## config.mk

```make
export PLATFORM = sky130hd
export DESIGN_NAME = emu_bus_bridge
export DESIGN_NICKNAME = d
export VERILOG_FILES = /design/src/rtl/emu_bus_bridge.sv
export SDC_FILE = /design/constraint.sdc
export NUM_CORES = 1
export LEC_CHECK = 0
export BUFFER_PORTS_ARGS = -buffer_cell sky130_fd_sc_hd__buf_2
export CORE_MARGIN = 1.5
export CORE_UTILIZATION = 58
export DETAILED_ROUTE_END_ITERATION = 10
export MAX_ROUTING_LAYER = met4
export PLACE_DENSITY = 0.88
export SLEW_MARGIN = 20
export SYNTH_ARGS = -nofsm -noshare
export SYNTH_HDL_FRONTEND = slang
export SYNTH_SLANG_ARGS = --single-unit
```

## constraint.sdc

```tcl
create_clock -name clk -period 3.5 [get_ports clk]
set_input_delay 0.7 -clock clk [delete_from_list [all_inputs] [get_ports clk]]
set_output_delay 0.7 -clock clk [all_outputs]
set_load 0.1 [all_outputs]
```

## src/rtl/emu_bus_bridge.sv

```systemverilog
// Host-to-emulated-DUT bridge: synchronises host controls, sequences the DUT
// reset from PLL lock, debounces the enable switch and queues DUT results.
module emu_bus_bridge #(
  parameter int DATA_W      = 8,
  parameter int SYNC_STAGES = 2,
  parameter int FIFO_DEPTH  = 8,
  parameter int RST_HOLD    = 16,
  parameter int DBNC_CYCLES = 1024
) (
  input  logic                          clk,
  input  logic                          rst_n,
  input  logic                          pll_lock_i,
  input  logic                          ena_sw_i,
  input  logic [DATA_W-1:0]             data_i,
  input  logic                          data_v_i,
  input  logic                          data_mode_i,
  input  logic                          data_rst_addr_i,
  input  logic                          res_ack_i,
  input  logic [DATA_W-1:0]             dut_res_i,
  input  logic                          dut_res_v_i,
  output logic [DATA_W-1:0]             dut_data_o,
  output logic                          dut_data_v_o,
  output logic                          dut_mode_o,
  output logic                          dut_rst_addr_o,
  output logic                          dut_rst_n_o,
  output logic                          dut_ena_o,
  output logic [DATA_W-1:0]             res_o,
  output logic                          res_v_o,
  output logic [$clog2(FIFO_DEPTH):0]   level_o,
  output logic                          overflow_o
);
  localparam int PTR_W  = $clog2(FIFO_DEPTH);
  localparam int LVL_W  = PTR_W + 1;
  localparam int HOLD_W = $clog2(RST_HOLD + 1);
  localparam int DBNC_W = $clog2(DBNC_CYCLES + 1);
  localparam int BUS_W  = DATA_W + 5;

  typedef enum logic [1:0] {RST, WAIT_LOCK, HOLD, RUN} state_t;

  // All host-side levels share one synchroniser chain so they stay aligned.
  logic [SYNC_STAGES-1:0][BUS_W-1:0] sync_reg;
  logic [BUS_W-1:0]  sync_in;
  logic [1:0]        ena_sync_reg;
  logic              lock_s, ack_s, rst_addr_s, mode_s, data_v_s, ena_s;
  logic [DATA_W-1:0] data_s;

  assign sync_in = {pll_lock_i, res_ack_i, data_rst_addr_i, data_mode_i, data_v_i, data_i};
  assign {lock_s, ack_s, rst_addr_s, mode_s, data_v_s, data_s} = sync_reg[SYNC_STAGES-1];
  assign ena_s = ena_sync_reg[1];

  always_ff @(posedge clk or negedge rst_n) begin
    if (!rst_n) begin
      sync_reg     <= '0;
      ena_sync_reg <= '0;
    end else begin
      sync_reg     <= {sync_reg[SYNC_STAGES-2:0], sync_in};
      ena_sync_reg <= {ena_sync_reg[0], ena_sw_i};
    end
  end

  state_t             state_reg, state_next;
  logic [HOLD_W-1:0]  hold_cnt_reg;
  logic               run_next;

  always_ff @(posedge clk or negedge rst_n) begin
    if (!rst_n) begin
      state_reg    <= RST;
      hold_cnt_reg <= '0;
    end else begin
      state_reg <= state_next;
      if (state_reg == WAIT_LOCK)
        hold_cnt_reg <= HOLD_W'(RST_HOLD - 1);
      else if (state_reg == HOLD && hold_cnt_reg != '0)
        hold_cnt_reg <= hold_cnt_reg - HOLD_W'(1);
    end
  end

  always_comb begin
    state_next = state_reg;
    case (state_reg)
      RST:       state_next = WAIT_LOCK;
      WAIT_LOCK: if (lock_s) state_next = HOLD;
      HOLD:      if (!lock_s) state_next = WAIT_LOCK;
                 else if (hold_cnt_reg == '0) state_next = RUN;
      RUN:       if (!lock_s) state_next = WAIT_LOCK;
      default:   state_next = RST;
    endcase
  end

  // Everything gated by RUN keys off the next state, so outputs and flush
  // change on the same edge as the state itself.
  always_comb begin
    run_next = (state_next == RUN);
  end

  logic data_v_prev_reg, ack_prev_reg, data_rise;
  assign data_rise = data_v_s & ~data_v_prev_reg;

  always_ff @(posedge clk or negedge rst_n) begin
    if (!rst_n) begin
      data_v_prev_reg <= 1'b0;
      ack_prev_reg    <= 1'b0;
      dut_rst_n_o     <= 1'b0;
      dut_data_v_o    <= 1'b0;
      dut_data_o      <= '0;
      dut_mode_o      <= 1'b0;
      dut_rst_addr_o  <= 1'b0;
    end else begin
      data_v_prev_reg <= data_v_s;
      ack_prev_reg    <= ack_s;
      dut_rst_n_o     <= run_next;
      dut_data_v_o    <= run_next & data_rise;
      if (run_next & data_rise)
        dut_data_o <= data_s;
      dut_mode_o      <= mode_s;
      dut_rst_addr_o  <= rst_addr_s;
    end
  end

  logic [DBNC_W-1:0] dbnc_cnt_reg;

  always_ff @(posedge clk or negedge rst_n) begin
    if (!rst_n) begin
      dbnc_cnt_reg <= '0;
      dut_ena_o    <= 1'b0;
    end else if (ena_s == dut_ena_o) begin
      dbnc_cnt_reg <= '0;
    end else if (dbnc_cnt_reg == DBNC_W'(DBNC_CYCLES - 1)) begin
      dbnc_cnt_reg <= '0;
      dut_ena_o    <= ena_s;
    end else begin
      dbnc_cnt_reg <= dbnc_cnt_reg + DBNC_W'(1);
    end
  end

  logic [DATA_W-1:0] mem [FIFO_DEPTH];
  logic [PTR_W-1:0]  wr_ptr_reg, rd_ptr_reg;
  logic              in_run, full, push_req, pop, wr_en;

  assign in_run   = (state_reg == RUN);
  assign full     = (level_o == LVL_W'(FIFO_DEPTH));
  assign push_req = in_run & dut_res_v_i;
  assign pop      = in_run & ack_s & ~ack_prev_reg & res_v_o;
  assign wr_en    = push_req & (~full | pop);

  always_ff @(posedge clk or negedge rst_n) begin
    if (!rst_n) begin
      wr_ptr_reg <= '0;
      rd_ptr_reg <= '0;
      level_o    <= '0;
      overflow_o <= 1'b0;
    end else if (!run_next) begin
      wr_ptr_reg <= '0;
      rd_ptr_reg <= '0;
      level_o    <= '0;
      overflow_o <= 1'b0;
    end else begin
      if (wr_en) wr_ptr_reg <= wr_ptr_reg + PTR_W'(1);
      if (pop)   rd_ptr_reg <= rd_ptr_reg + PTR_W'(1);
      if (wr_en & ~pop)      level_o <= level_o + LVL_W'(1);
      else if (pop & ~wr_en) level_o <= level_o - LVL_W'(1);
      if (push_req & full & ~pop) overflow_o <= 1'b1;
    end
  end

  always_ff @(posedge clk) begin
    if (wr_en) mem[wr_ptr_reg] <= dut_res_i;
  end

  // Head is read combinationally so a push into an empty FIFO shows next cycle.
  assign res_v_o = (level_o != '0);
  assign res_o   = res_v_o ? mem[rd_ptr_reg] : '0;

endmodule

```

### Yosys cells after proc, flatten, opt, wreduce, memory -nomap -nowiden

Memories as Yosys holds them, arrays and structs flattened.
Index checks and enable logic that the tools add are counted.

| word-level totals | value |
|---|---|
| memory bits (writable) | 64 |
| bits in latches | 0 |
| memory bits (read-only) | 0 |
| input bits | 25 |
| output and inout bits | 27 |
| memories kept | 1 |
| register bits | 72 |

| operators by class | value |
|---|---|
| magnitude comparators | 0 |
| muxes and demuxes | 21 |
| eq/ne operators | 11 |
| shift-type cells | 0 |
| multiply operators | 0 |
| reduce and logical (&&, ||, !) cells | 7 |
| $add $sub $neg | 6 |
| bitwise logic cells | 18 |
| div/mod/pow operators | 0 |

Memories:

| name | words | bits a word | read ports | clocked after Yosys merged registers in | wr ports | line | source |
|---|---|---|---|---|---|---|---|
| mem | 8 | 8 | 1 | 0 | 1 | 136 | `logic [DATA_W-1:0] mem [FIFO_DEPTH];` |

Operators by type and width:

| cell | count |
|---|---|
| $mux W11 | 2 |
| $mux W3 | 4 |
| $mux W4 | 3 |
| $add A11 B1 Y11 const B | 1 |
| $and A1 B1 Y1 | 11 |
| $eq A11 B10 Y1 const B | 1 |
| $mux W5 | 2 |
| $mux W2 | 4 |
| $mux W8 | 1 |
| $pmux W2 S4 | 1 |
| $add A3 B1 Y3 const B | 2 |
| $eq A2 B2 Y1 const B | 3 |
| $ne A2 B1 Y1 const B | 3 |
| $not A1 Y1 | 6 |
| $logic_not A5 Y1 | 1 |
| $reduce_bool A5 Y1 | 1 |
| $sub A5 B1 Y5 const B | 1 |
| $add A4 B1 Y4 const B | 1 |
| $eq A4 B4 Y1 const B | 1 |
| $mux W1 | 4 |
| $reduce_bool A4 Y1 | 1 |
| $sub A4 B1 Y4 const B | 1 |
| $ne A3 B1 Y1 const B | 1 |
| $eq A2 B1 Y1 const B | 1 |
| other kinds (6) | 6 |

### Longest topological paths before layout

| logic depth | value |
|---|---|
| depth in word-level cells | 11 |
| depth in mapped cells | 8 |
| gate-level depth less buffers | 8 |

### Worst setup path after synthesis

Ideal clock, no wire load.

| path | value |
|---|---|
| path kind | flip-flop to output port |
| from | register level_o[1] |
| to | output res_o[0] |
| arrival | 2,721 ps |
| slack | 79 ps |
| path buffers | 1 |
| data required time | 2,800 ps |
| cell stages (with the launch flop) | 4 |
| cell sequence | dfrtp_1 -> nor4_1 -> clkbuf_1 -> nor2_1 |

| between the ends | value |
|---|---|
| cells in the longest elaborated chain, start to end | 2 |

RTL lines:

| item | line | source |
|---|---|---|
| start: declaration | 29 | `output logic [$clog2(FIFO_DEPTH):0] level_o,` |
| start signal: assignment | 160 | `if (wr_en & ~pop) level_o <= level_o + LVL_W'(1);` |
| start signal: assignment | 161 | `else if (pop & ~wr_en) level_o <= level_o - LVL_W'(1);` |
| $reduce_bool A4 Y1 | 171 | `assign res_v_o = (level_o != '0);` |
| $mux W8 | 172 | `assign res_o = res_v_o ? mem[rd_ptr_reg] : '0;` |
| end: declaration | 27 | `output logic [DATA_W-1:0] res_o,` |

No other way between the ends.

### Final worst setup path

| path | value |
|---|---|
| from | register rd_ptr_reg[1] |
| to | output res_o[5] |

| between the ends | value |
|---|---|
| cells in the longest elaborated chain, start to end | 2 |

RTL lines:

| item | line | source |
|---|---|---|
| start: declaration | 137 | `logic [PTR_W-1:0] wr_ptr_reg, rd_ptr_reg;` |
| start signal: assignment | 159 | `if (pop) rd_ptr_reg <= rd_ptr_reg + PTR_W'(1);` |
| $mem_v2 Z8 W8 | - |  |
| $mux W8 | 172 |  |

No other way between the ends.

==> run metrics <==
Sink Count 136; first-iteration detailed-routing DRC count 287; Cell Area, Placed 5640 µm²; Psw 1.10 mW; mux contribution to synthesized area ~11%; Initial Utilization approximately three fifths; vias in the first global route about 3100; Setup Total Neg Slack 0 ns; LEAKAGE 2.56 nW; chip height 97.7 µm; simple logic cell fraction of the synthesized area 9.10%; DP HPWL 6270 µm; worst min path class in -> async; Overall Power 3.94 mW; Mapped Area 5200 µm²; Port Buf Inserts 51; yosys warns 0; total grt overflow 0; Pwr Density 633 nW/µm²; Max Cap Viol 0; Internal 2.84 mW; FP Rows 34; vias per cell around 5.8; clock latency at the later pin of the worst-skew pair around 0.52 ns; number of enable flip-flop cells after synthesis 64; status finished, final reports clean; Netlist cell types 43; switching share of power 27.8%; die width roughly 98 µm; sequential share of power 45.0%; Routed WL 10400 µm; # IOs 52; ys async rst share roughly 53%; antenna cell count 0; Register-to-Register Setup Slack around 0.8 ns; crit end category primary output; fmax ~320 MHz; RR Startpoint level_o[1]; H-tree levels 4; # DRC 0; Avg Cell Area, Syn 16.5 µm²; TritonCTS clock tree built; Post-Synth Adder-Cell Area 2.07%; Layout Skew 0.00794 ns; final setup fails 0; clock root cell clkbuf_8; first-pass GRT wire length 16700 µm; placed cells 478; critical path required time 2.80 ns; DR pass1 iterations 8; Post-CTS Hold Buffers 0; CP Data Arrival Time 2.45 ns; Worst-Margin Slew 0.879 ns; post-route clock period utilization 90.1%; area of the multi-input gates 1430 µm²; setup repair bufs after CTS 0; Net Count, Synth ~350; # resized after CTS 0; worst-path fanout max 18; non-filler cells, final 510; Worst VDD drop 0.361 mV; RSZ-0062 raised after global routing false; routed via count around 3000; Compound-Gate Fraction of Synth Area 1.90%; Final Wtd Congestion roughly 0.75; final hold vios 0; final slew viol count 0; xor and xnor area share after synthesis 2.87%; share of layout cells above drive strength 1 between 30% and 40%; wire per inst approximately 20 µm; Area Growth Syn to Fin 19.8%; Nets 422; R2R Path End level_o[3]; dpl ws 0.851 ns; Comb power frac between 10% and 20%; die area between 9000 and 10000 µm²; clock buffer depth 2; main combinational cell family by area after synthesis multiplexers; final antenna-violating net count 0; Synth Instances 315; startpoint types flip-flop; core area between 8000 and 9000 µm²; FF+latch area 3720 µm²; CTS buffer count 17; clock share of power 43.8%; R2R depth 7; clk slew on worst S/H paths approximately 0.060 ns; fill count 516; worst setup path category reg -> out; synthesis-stage register bit count around 140; final design area excluding fillers 6230 µm²; Final WS setup 0.346 ns; Synth Flop Type dfrtp_1; Seq/Total Area, Yosys 71.7%; largest net degree at the start of global routing 41; GRT Util Overall 24.6%; Final min period between 3 and 4 ns; Largest register FFs 64; worst rel slew slack 41.2%; initial antenna violation count 0
worst max path at each step:
stage	start	end	slack [ns]
after detailed placement	level_o[1]	level_o[3]	0.85
after CTS	rd_ptr_reg[1]	res_o[5]	0.34
after global placement	level_o[1]	level_o[3]	0.93
final	rd_ptr_reg[1]	res_o[5]	0.35
after global routing	rd_ptr_reg[1]	res_o[6]	0.25
after floorplan	level_o[1]	res_o[0]	0.08
cell type report:
type	count	area share, %
Timing Repair Buffer	61	5.31
Inverter	6	0.442
Multi-Input combinational cell	167	22.9
Sequential cell	136	59.8
Clock inverter	13	2.09
Tap cell	108	2.17
Clock buffer	19	7.27
per-stage QoR:
stage               utilization [%]  hold WS [ns]
global placement               64.7         0.331
global route                   71.4        0.0449
floorplan                         -         0.331
CTS                            71.4        0.0374
finish                         71.4        0.0465
detailed placement             64.7         0.335
cells by family (layout without fill, tap and decap cells):
group / after synthesis / in the layout
simple gates: 88 / 88
mux: 38 / 38
fa+ha+maj: 8 / 8
compound gates: 16 / 16
xor+xnor: 17 / 17
flops: 136 / 136
buf+inv: 12 / 99
metal layers:
layer | vias up | wire (µm) | global-route usage (%)
li1 | 1304 | - | -
met1 | 1515 | 4100 | 30.3
met2 | 118 | 5400 | 39.0
met3 | 27 | 671 | 7.70
met4 | 0 | 243 | 8.35
met5 | - | 0 | -
power by group through the flow:
stage	Sequential (mW)	Clock [mW]	Combinational (mW)
final	1.77	1.72	0.444
after global routing	1.78	1.81	0.466
after CTS	1.77	1.75	0.447
after detailed placement	1.80	0	0.442
after global placement	1.79	0	0.430
after floorplan	2.00	0	0.126
critical path, stage by stage, from the launching register on:
cell,delay [ns]
dfrtp_1,0.86
mux4_2,0.36
mux2i_1,0.09
nor2_1,0.17
buf_2,0.45
cells in the mapped netlist, types with 2 or more instances:
cell type | number | area share (%)
nand2b_1 | 5 | 0.60
o21ai_0 | 2 | 0.19
a21oi_1 | 5 | 0.48
inv_1 | 5 | 0.36
mux2i_1 | 13 | 2.5
nand2_1 | 15 | 1.1
edfxtp_1 | 64 | 37
xnor2_1 | 3 | 0.51
o21a_1 | 2 | 0.29
a21o_1 | 2 | 0.29
nand3_1 | 8 | 0.77
nand4_1 | 3 | 0.36
ha_1 | 7 | 1.7
o211ai_1 | 3 | 0.43
and3_1 | 3 | 0.36
dfrtp_1 | 72 | 35
xor2_1 | 14 | 2.4
buf_2 | 2 | 0.19
mux4_2 | 16 | 6.9
nor2_1 | 32 | 2.3
nor3_1 | 6 | 0.58
and4_1 | 2 | 0.34
clkbuf_1 | 3 | 0.22
mux2_2 | 9 | 2.0
layout by cell type, fill, tap and decap left out, types with 5 or more instances in the layout:
master / n
mux4_2: 16
nor3_1: 6
nor2_1: 32
edfxtp_1: 64
inv_1: 5
mux2_2: 9
buf_2: 51
inv_6: 8
nand3_1: 8
dfrtp_1: 72
ha_1: 7
clkbuf_16: 17
xor2_1: 14
mux2i_1: 13
nand2b_1: 5
a21oi_1: 5
nand2_1: 15
buf_4: 10
No activity file was read; power rests on OpenSTA's default activity.
